$ cat src/rtl/lsu_agen.sv
// Load/store address generator: one command spawns a load burst and a
// delayed store burst, each walking consecutive word addresses.
module lsu_agen (
  input  logic        clk,
  input  logic        rst_n,
  input  logic        i_ld_st_add_op,
  input  logic [15:0] i_rd1,
  input  logic [3:0]  i_func,
  input  logic [15:0] i_rd1_st,
  input  logic [3:0]  i_func_st,
  input  logic [3:0]  i_delay,
  input  logic        i_first_set,
  output logic        o_ld_re,
  output logic [15:0] o_ld_addr,
  output logic        o_st_we,
  output logic [15:0] o_st_addr,
  output logic        o_busy,
  output logic        o_err
);

  typedef enum logic {
    L_IDLE,
    L_ACT
  } l_state_t;

  typedef enum logic [1:0] {
    S_IDLE,
    S_WAIT,
    S_ACT
  } s_state_t;

  l_state_t    l_q, l_d;
  s_state_t    s_q, s_d;
  logic [3:0]  l_cnt_q, l_cnt_d;
  logic [3:0]  s_cnt_q, s_cnt_d;
  logic [3:0]  w_cnt_q, w_cnt_d;
  logic [3:0]  dly_q, dly_d;
  logic [15:0] st_base_q, st_base_d;
  logic        ld_re_d, st_we_d;
  logic [15:0] ld_addr_d, st_addr_d;
  logic        busy_d, err_d;
  logic        accept;

  assign accept = i_ld_st_add_op & ~o_busy & ~i_first_set;

  always_comb begin
    l_d       = l_q;
    s_d       = s_q;
    l_cnt_d   = l_cnt_q;
    s_cnt_d   = s_cnt_q;
    w_cnt_d   = w_cnt_q;
    dly_d     = dly_q;
    st_base_d = st_base_q;
    ld_re_d   = o_ld_re;
    st_we_d   = o_st_we;
    ld_addr_d = o_ld_addr;
    st_addr_d = o_st_addr;
    err_d     = o_err;

    if (i_first_set) begin
      l_d     = L_IDLE;
      s_d     = S_IDLE;
      ld_re_d = 1'b0;
      st_we_d = 1'b0;
      err_d   = 1'b0;
    end else begin
      if (i_ld_st_add_op && o_busy)
        err_d = 1'b1;

      // busy is low only when both sides are idle, so accept
      // can only fire from the idle states
      if (accept) begin
        dly_d     = i_delay;
        st_base_d = i_rd1_st;
        l_cnt_d   = i_func - 4'd1;
        s_cnt_d   = i_func_st - 4'd1;
        w_cnt_d   = 4'd0;
      end

      unique case (l_q)
        L_IDLE: begin
          if (accept && i_func != 4'd0) begin
            l_d       = L_ACT;
            ld_re_d   = 1'b1;
            ld_addr_d = i_rd1;
          end
        end
        L_ACT: begin
          if (l_cnt_q == 4'd0) begin
            l_d     = L_IDLE;
            ld_re_d = 1'b0;
          end else begin
            ld_addr_d = o_ld_addr + 16'd1;
            l_cnt_d   = l_cnt_q - 4'd1;
          end
        end
        default: l_d = L_IDLE;
      endcase

      unique case (s_q)
        S_IDLE: begin
          if (accept && i_func_st != 4'd0) begin
            if (i_delay == 4'd0) begin
              s_d       = S_ACT;
              st_we_d   = 1'b1;
              st_addr_d = i_rd1_st;
            end else begin
              s_d = S_WAIT;
            end
          end
        end
        S_WAIT: begin
          if (w_cnt_q == dly_q - 4'd1) begin
            s_d       = S_ACT;
            st_we_d   = 1'b1;
            st_addr_d = st_base_q;
          end else begin
            w_cnt_d = w_cnt_q + 4'd1;
          end
        end
        S_ACT: begin
          if (s_cnt_q == 4'd0) begin
            s_d     = S_IDLE;
            st_we_d = 1'b0;
          end else begin
            st_addr_d = o_st_addr + 16'd1;
            s_cnt_d   = s_cnt_q - 4'd1;
          end
        end
        default: s_d = S_IDLE;
      endcase
    end

    busy_d = (l_d != L_IDLE) || (s_d != S_IDLE);
  end

  always_ff @(posedge clk or negedge rst_n) begin
    if (!rst_n) begin
      l_q       <= L_IDLE;
      s_q       <= S_IDLE;
      l_cnt_q   <= 4'd0;
      s_cnt_q   <= 4'd0;
      w_cnt_q   <= 4'd0;
      dly_q     <= 4'd15;
      st_base_q <= 16'h0000;
      o_ld_re   <= 1'b0;
      o_st_we   <= 1'b0;
      o_ld_addr <= 16'h0000;
      o_st_addr <= 16'h0000;
      o_busy    <= 1'b0;
      o_err     <= 1'b0;
    end else begin
      l_q       <= l_d;
      s_q       <= s_d;
      l_cnt_q   <= l_cnt_d;
      s_cnt_q   <= s_cnt_d;
      w_cnt_q   <= w_cnt_d;
      dly_q     <= dly_d;
      st_base_q <= st_base_d;
      o_ld_re   <= ld_re_d;
      o_st_we   <= st_we_d;
      o_ld_addr <= ld_addr_d;
      o_st_addr <= st_addr_d;
      o_busy    <= busy_d;
      o_err     <= err_d;
    end
  end

endmodule

$ cat config.mk
export PLATFORM = sky130hd
export DESIGN_NAME = lsu_agen
export DESIGN_NICKNAME = d
export VERILOG_FILES = /design/src/rtl/lsu_agen.sv
export SDC_FILE = /design/constraint.sdc
export NUM_CORES = 1
export LEC_CHECK = 0
export CORE_ASPECT_RATIO = 0.9
export CORE_MARGIN = 10
export CORE_UTILIZATION = 44
export DETAILED_ROUTE_END_ITERATION = 10
export PLACE_DENSITY = 0.7
export SLEW_MARGIN = 20
export SYNTH_ARGS = -nofsm -noshare
export SYNTH_HDL_FRONTEND = slang
export SYNTH_SLANG_ARGS = --single-unit
$ cat constraint.sdc
create_clock -name clk -period 2.5 [get_ports clk]
set_clock_uncertainty 0.2 [all_clocks]
set_input_delay 0.5 -clock clk [delete_from_list [all_inputs] [get_ports clk]]
set_output_delay 0.5 -clock clk [all_outputs]
set_load 0.1 [all_outputs]
==> out/metrics.cfg, run 1 <==
[status]
outcome=completed

[logic_synthesis]
syn-num-nets=552
yosys.area.top_type=dfrtp_1
syn-mean-instance-area_sq_um=8.578
ys.flop_type=dfrtp_1
yosys_warnings=0
ys_async_sr_fraction=1.000
syn-cell-area_sq_um=4220
synth_top_area_share=0.3973
yosysUniqueCellTypes=56
synth.ff_latch_count=71
synthCells=492
synthTopCellsByArea=dfrtp_1, nand2_1, o21ai_0
synth.yosys.seq_area_share=0.4222
synth-edff-count=0

[setup_path]
crit_path_end_kind=flop
worst_path_largest_cell_delay_ns=0.44
crit_path_max_fanout=16
critPathBufInv=4
worstPathCellList=clkdlybuf4s50_1 -> nor4_2 -> buf_4 -> nand2b_1 -> a21boi_2 -> nand4_1 -> buf_4 -> clkbuf_16 -> a21o_1
crit_family=buffers and inverters
critPathMostFrequentCell=buf_4
crit_path_top_delay_cell=clkdlybuf4s50_1
worstPathArrival_ns=2.47
critical_path_required_ns=2.55
startpoint_type=input port
criticalPathCategory=input port to flop

[cells_and_area]
finalInstanceArea_sq_um=5533
area_growth_pct=31.10
nFillCells=820
fin_nets=651
utilization=0.5982
drive_gt1_frac=0.1846
antennaDiodeCount=0

[cts]
clock-root-buffer=clkbuf_8
insertion_delay_ns=0.35
cts_made_buffers=9
cts.sinks=71
path_clk_slew_ns=0.08
cts_tree=built
cts_buffer_depth=2
cts_max_level=3

[die]
die-height_um=112.9
rows=33
start_util=0.4563
ios=84
die_area_sq_um=13910
core_region_area_sq_um=9249
dieWidth_um=123.2

[placement]
hpwl_um=8624
io_buffers=83
place_congestion=0.8554
dpl_cell_area_sq_um=5245
place_ws_ns=-0.2731

[sta]
slew_headroom=0.6184
finalCritPeriodShare=0.9693
timing.hold.ws_ns=0.2743
setup-violations-final=0
post-route-worst-setup-slack_ns=0.07673
tightest_slew_ns=0.5725
hold_viol=0
drv_slew=0
max_freq_mhz=412.7
fin_crit_ns=2.423

[grt]
grt_pass1_vias=3929
antenna_found_initial=0
gr-total-overflow=0
grt_usage=0.1672
grt_max_degree=33
grt_pass1_wl_um=19380

[power]
power_density_nw_per_um2=1335
ir_worst_vdd_mv=1.008
p_leak_nw=2.506

[routing]
dr.first_iter.drc_count=322
wire_per_inst_um=16.50
vias=3996
wl_um=11850
postRouteAntennaNets=0
post_drt_via_cell_ratio=5.565
first_pass_iters=5
route.detailed.drc=0

[run]
drv_cap=0

[hold_path]
worstHoldPathType=flop to flop

## cell families after synthesis
group / Yosys count / synth area share
buffers and inverters: 46 / 0.04862
multiplexers: 9 / 0.02194
AND/OR/NAND/NOR: 193 / 0.2158
AO/OA/AOI/OAI: 142 / 0.2132
XOR/XNOR: 19 / 0.04269
flip-flops: 71 / 0.4222
adder cells (fa/ha/maj): 12 / 0.03558
## stage by stage
step           TNS (ns)  total power [mW]  cells
2_1_floorplan  -0.08146             5.254    492
3_3_place_gp     -6.180             6.235    699
3_5_place_dp     -7.000             6.315    699
4_1_cts               0             7.407    716
5_1_grt        -0.08381             7.807    718
6_report              0             7.386    718
## worst min-delay path, delay by kind of cell (launching register included)
kind | cells | cell delay [ns]
DFF | 1 | 0.37
and+or+nand+nor | 2 | 0.10
## cell type report
type	instances	area, sq um	area share
Multi-Input combinational cell	375	2252	0.4071
Clock buffer	12	155.1	0.02804
Inverter	18	67.56	0.01221
Clock inverter	4	76.32	0.01379
Sequential cell	71	1788	0.3232
Timing Repair Buffer	116	1041	0.1882
Tap cell	122	152.6	0.02759
## power by group
part	internal [mW]	total [mW]	switching, mW
sequential	1.63	2.22	0.591
clock	0.621	1.07	0.447
combinational	1.14	4.09	2.96
## layer usage
layer / global-route usage / part of all wire
met5: 0 / 0
met3: 0.04225 / 0.064
met2: 0.2630 / 0.46
met4: 0.05043 / 0.016
met1: 0.2207 / 0.46
## cells in the mapped netlist (all sizes together), types with 2 or more instances
library cell,instances
a211oi,2
a21o,3
a21oi,31
a221oi,4
a22oi,7
a311oi,2
a31oi,7
and3,12
and4,5
buf,8
clkbuf,20
dfrtp,67
dfstp,4
ha,12
inv,18
mux2,2
mux2i,7
nand2,87
nand2b,6
nand3,26
nand4,3
nor2,30
nor2b,3
nor3,9
nor3b,4
nor4,2
o21ai,51
o22a,5
o22ai,14
o31ai,5
o32ai,2
or3,3
or3b,2
xnor2,12
xor2,6
## placed cells by master (no fill, tap or decap), drive strengths merged, types with 9 or more instances in the layout
cell | netlist | final
buf | 8 | 68
xnor2 | 12 | 12
clkbuf | 20 | 13
o21ai | 51 | 51
dfrtp | 67 | 67
nor2 | 30 | 30
ha | 12 | 12
and3 | 12 | 12
nor3 | 9 | 9
nand3 | 26 | 26
clkdlybuf4s50 | 0 | 46
nand2 | 87 | 87
a21oi | 31 | 31
inv | 18 | 19
o22ai | 14 | 14
## state kept, by name, indices dropped and copies added, names as in the netlist
register / count
dly_q: 4
l_cnt_q: 4
l_q: 1
o_busy: 1
o_err: 1
o_ld_addr: 16
o_ld_re: 1
o_st_addr: 16
o_st_we: 1
s_cnt_q: 4
s_q: 2
st_base_q: 16
w_cnt_q: 4
## path summary, 6_finish.rpt
path,start,endpoint,slack (ns),cells after the start
worst max-delay path,i_delay[2],o_st_addr[5]$_DFFE_PN0P_,0.08,9
worst min-delay path,dly_q[3]$_DFFE_PN1P_,dly_q[3]$_DFFE_PN1P_,0.27,2
worst max register to register,dly_q[0]$_DFFE_PN1P_,o_st_addr[5]$_DFFE_PN0P_,0.12,9
worst min register to register,dly_q[3]$_DFFE_PN1P_,dly_q[3]$_DFFE_PN1P_,0.27,2
max in group asynchronous,rst_n,dly_q[3]$_DFFE_PN1P_,0.89,3
min in group asynchronous,rst_n,o_st_addr[8]$_DFFE_PN0P_,0.47,2
## what timing repair did
action / CTS / global route
endpoints found under the setup margin: 0 / 15
hold buffers: 1 / 0
resized for setup: 0 / 5
hold endpoints to repair: 20 / 0
setup buffers: 0 / 1
(Power assumes the default switching activity.)
==> run 2, diff against run 1 <==
--- a/config.mk
+++ b/config.mk
@@ -10,6 +10,7 @@
 export CORE_UTILIZATION = 44
 export DETAILED_ROUTE_END_ITERATION = 10
 export PLACE_DENSITY = 0.7
+export SETUP_SLACK_MARGIN = 0.4
 export SLEW_MARGIN = 20
 export SYNTH_ARGS = -nofsm -noshare
 export SYNTH_HDL_FRONTEND = slang
==> run 2 against run 1 <==
Final cell count rose by 1.9%. Fmax is 4.5% higher. Sequential power grew 5%. Combinational power rose by 9.5%. Die area is the same. Register-to-register slack better by 0.06 ns. Via count up 3.9%. Flip-flop and latch count unchanged. Core utilization is 5.1 points higher. Global-route usage rose by 0.61 points. Critical path depth did not move. Power increased by 3.2%.
==> out/metrics.cfg, run 2 (same netlist as run 1, synthesis figures left out) <==
[status]
outcome=completed

[hold_path]
worstHoldPathType=flop to flop

[grt]
grt_pass1_vias=3970
gr-total-overflow=0
antenna_found_initial=0
grt_usage=0.1733
grtUsageMet1=0.2368
grt_pass1_wl_um=20020
busiest_layer=met2
grt_max_degree=43
use_met2=0.2683
grtUsageMet3=0.03877

[setup_path]
crit_path_top_delay_cell=dfstp_2
worstPathCellList=inv_2 -> ha_4 -> xor2_1 -> nand3_1 -> o21ai_2 -> buf_4 -> nor2b_4 -> o32ai_2 -> or3_1
critical_path_required_ns=2.53
worst_path_largest_cell_delay_ns=0.54
crit_path_max_fanout=2
crit_path_end_kind=flop
startpoint_type=flop
worstPathArrival_ns=2.35
criticalPathCategory=flop to flop

[routing]
route.detailed.drc=0
wire_per_inst_um=16.82
vias=4150
dr.first_iter.drc_count=348
first_pass_iters=4
post_drt_via_cell_ratio=5.669
wl_um=12320
postRouteAntennaNets=0

[cts]
cts_made_buffers=9
path_clk_slew_ns=0.08
cts_max_level=3
cts_tree=built
insertion_delay_ns=0.35
cts_buffer_depth=2
clock-root-buffer=clkbuf_8
cts.sinks=71

[sta]
drv_slew=0
slew_headroom=0.6273
finalCritPeriodShare=0.9277
max_freq_mhz=431.2
setup-violations-final=0
rsz0062_at_grt=yes
timing.hold.ws_ns=0.2754
hold_viol=0
tightest_slew_ns=0.5549
fin_crit_ns=2.319

[placement]
place_congestion=0.8544
hpwl_um=8231
io_buffers=83
dpl_cell_area_sq_um=5333

[cells_and_area]
regArea_sq_um=1821
nFillCells=795
antennaDiodeCount=0
fin_nets=665
finalInstanceArea_sq_um=6001
drive_gt1_frac=0.3164
layout_common_cells=nand2_1, buf_4, dfrtp_1
layout_commonest_cell=nand2_1
area_growth_pct=42.19
top_regs=o_ld_addr x16, o_st_addr x16, st_base_q x16
multiInputGateArea_sq_um=2549

[die]
ios=84
die-height_um=112.9
core_region_area_sq_um=9249
start_util=0.4563
dieWidth_um=123.2
rows=33
die_area_sq_um=13910

[power]
power_density_nw_per_um2=1270
ir_worst_vdd_mv=0.9940
power.total_mw=7.619
p_leak_nw=2.623

[run]
drv_cap=0

## run 2: final cells by class
cell class / instances / share of cell area
clock buffer: 14 / 0.02544
clock inverter: 2 / 0.001668
inverter: 18 / 0.01126
multi-input combinational: 375 / 0.4247
sequential: 71 / 0.3034
tap: 122 / 0.02544
timing repair buffer: 130 / 0.2081
## run 2: where the power goes
part           internal [mW]  leakage, nW  switching (mW)
sequential              1.67        0.845           0.650
clock                  0.387       0.0844           0.429
combinational           1.37         1.69            3.10
total                   3.44         2.62            4.18
## run 2: worst paths after layout
path                                      startpoint                         to  slack, ns  cells after the start
worst max-delay path            dly_q[0]$_DFFE_PN1P_           o_busy$_DFF_PN0_       0.18                      9
max in group asynchronous                      rst_n  o_st_addr[13]$_DFFE_PN0P_       1.14                      3
worst min-delay path            dly_q[3]$_DFFE_PN1P_       dly_q[3]$_DFFE_PN1P_       0.28                      2
min in group asynchronous                      rst_n   o_ld_addr[9]$_DFFE_PN0P_       0.36                      2
worst min register to register  dly_q[3]$_DFFE_PN1P_       dly_q[3]$_DFFE_PN1P_       0.28                      2
worst max register to register  dly_q[0]$_DFFE_PN1P_           o_busy$_DFF_PN0_       0.18                      9
## run 2: routing by layer
metal  up-vias  part of all wire
li1       1991                 -
met1      2018              0.45
met3         8             0.060
met2       133              0.48
met4         0            0.0075
met5         -                 0
## run 2: timing repair
| action | in CTS | in global routing |
|---|---|---|
| gates cloned | 4 | 0 |
| hold buffers | 1 | 0 |
| pin swaps | 15 | 20 |
| setup endpoints to repair | 40 | 41 |
| setup buffers | 10 | 1 |
| endpoints found under the hold margin | 7 | 0 |
| resized for setup | 42 | 46 |
## run 2: per-stage QoR
| step | worst slack [ns] | instances | util | setup TNS, ns |
|---|---|---|---|---|
| after global routing | 0.07350 | 732 | 0.6488 | 0 |
| after floorplan | 0.1760 | 492 | - | 0 |
| final | 0.1807 | 732 | 0.6488 | 0 |
| after detailed placement | -0.2359 | 700 | 0.5766 | -5.167 |
| after global placement | -0.1720 | 700 | 0.5766 | -3.745 |
| after CTS | 0.1896 | 731 | 0.6272 | 0 |
## run 2: worst max-delay path: cells and delay by family (launching register included)
family                   cells  cell delay [ns]
buffers and inverters        2             0.18
adder cells (fa/ha/maj)      1             0.26
AND/OR/NAND/NOR              3             0.63
AO/OA/AOI/OAI                2             0.27
flip-flops                   1             0.54
XOR/XNOR                     1             0.14
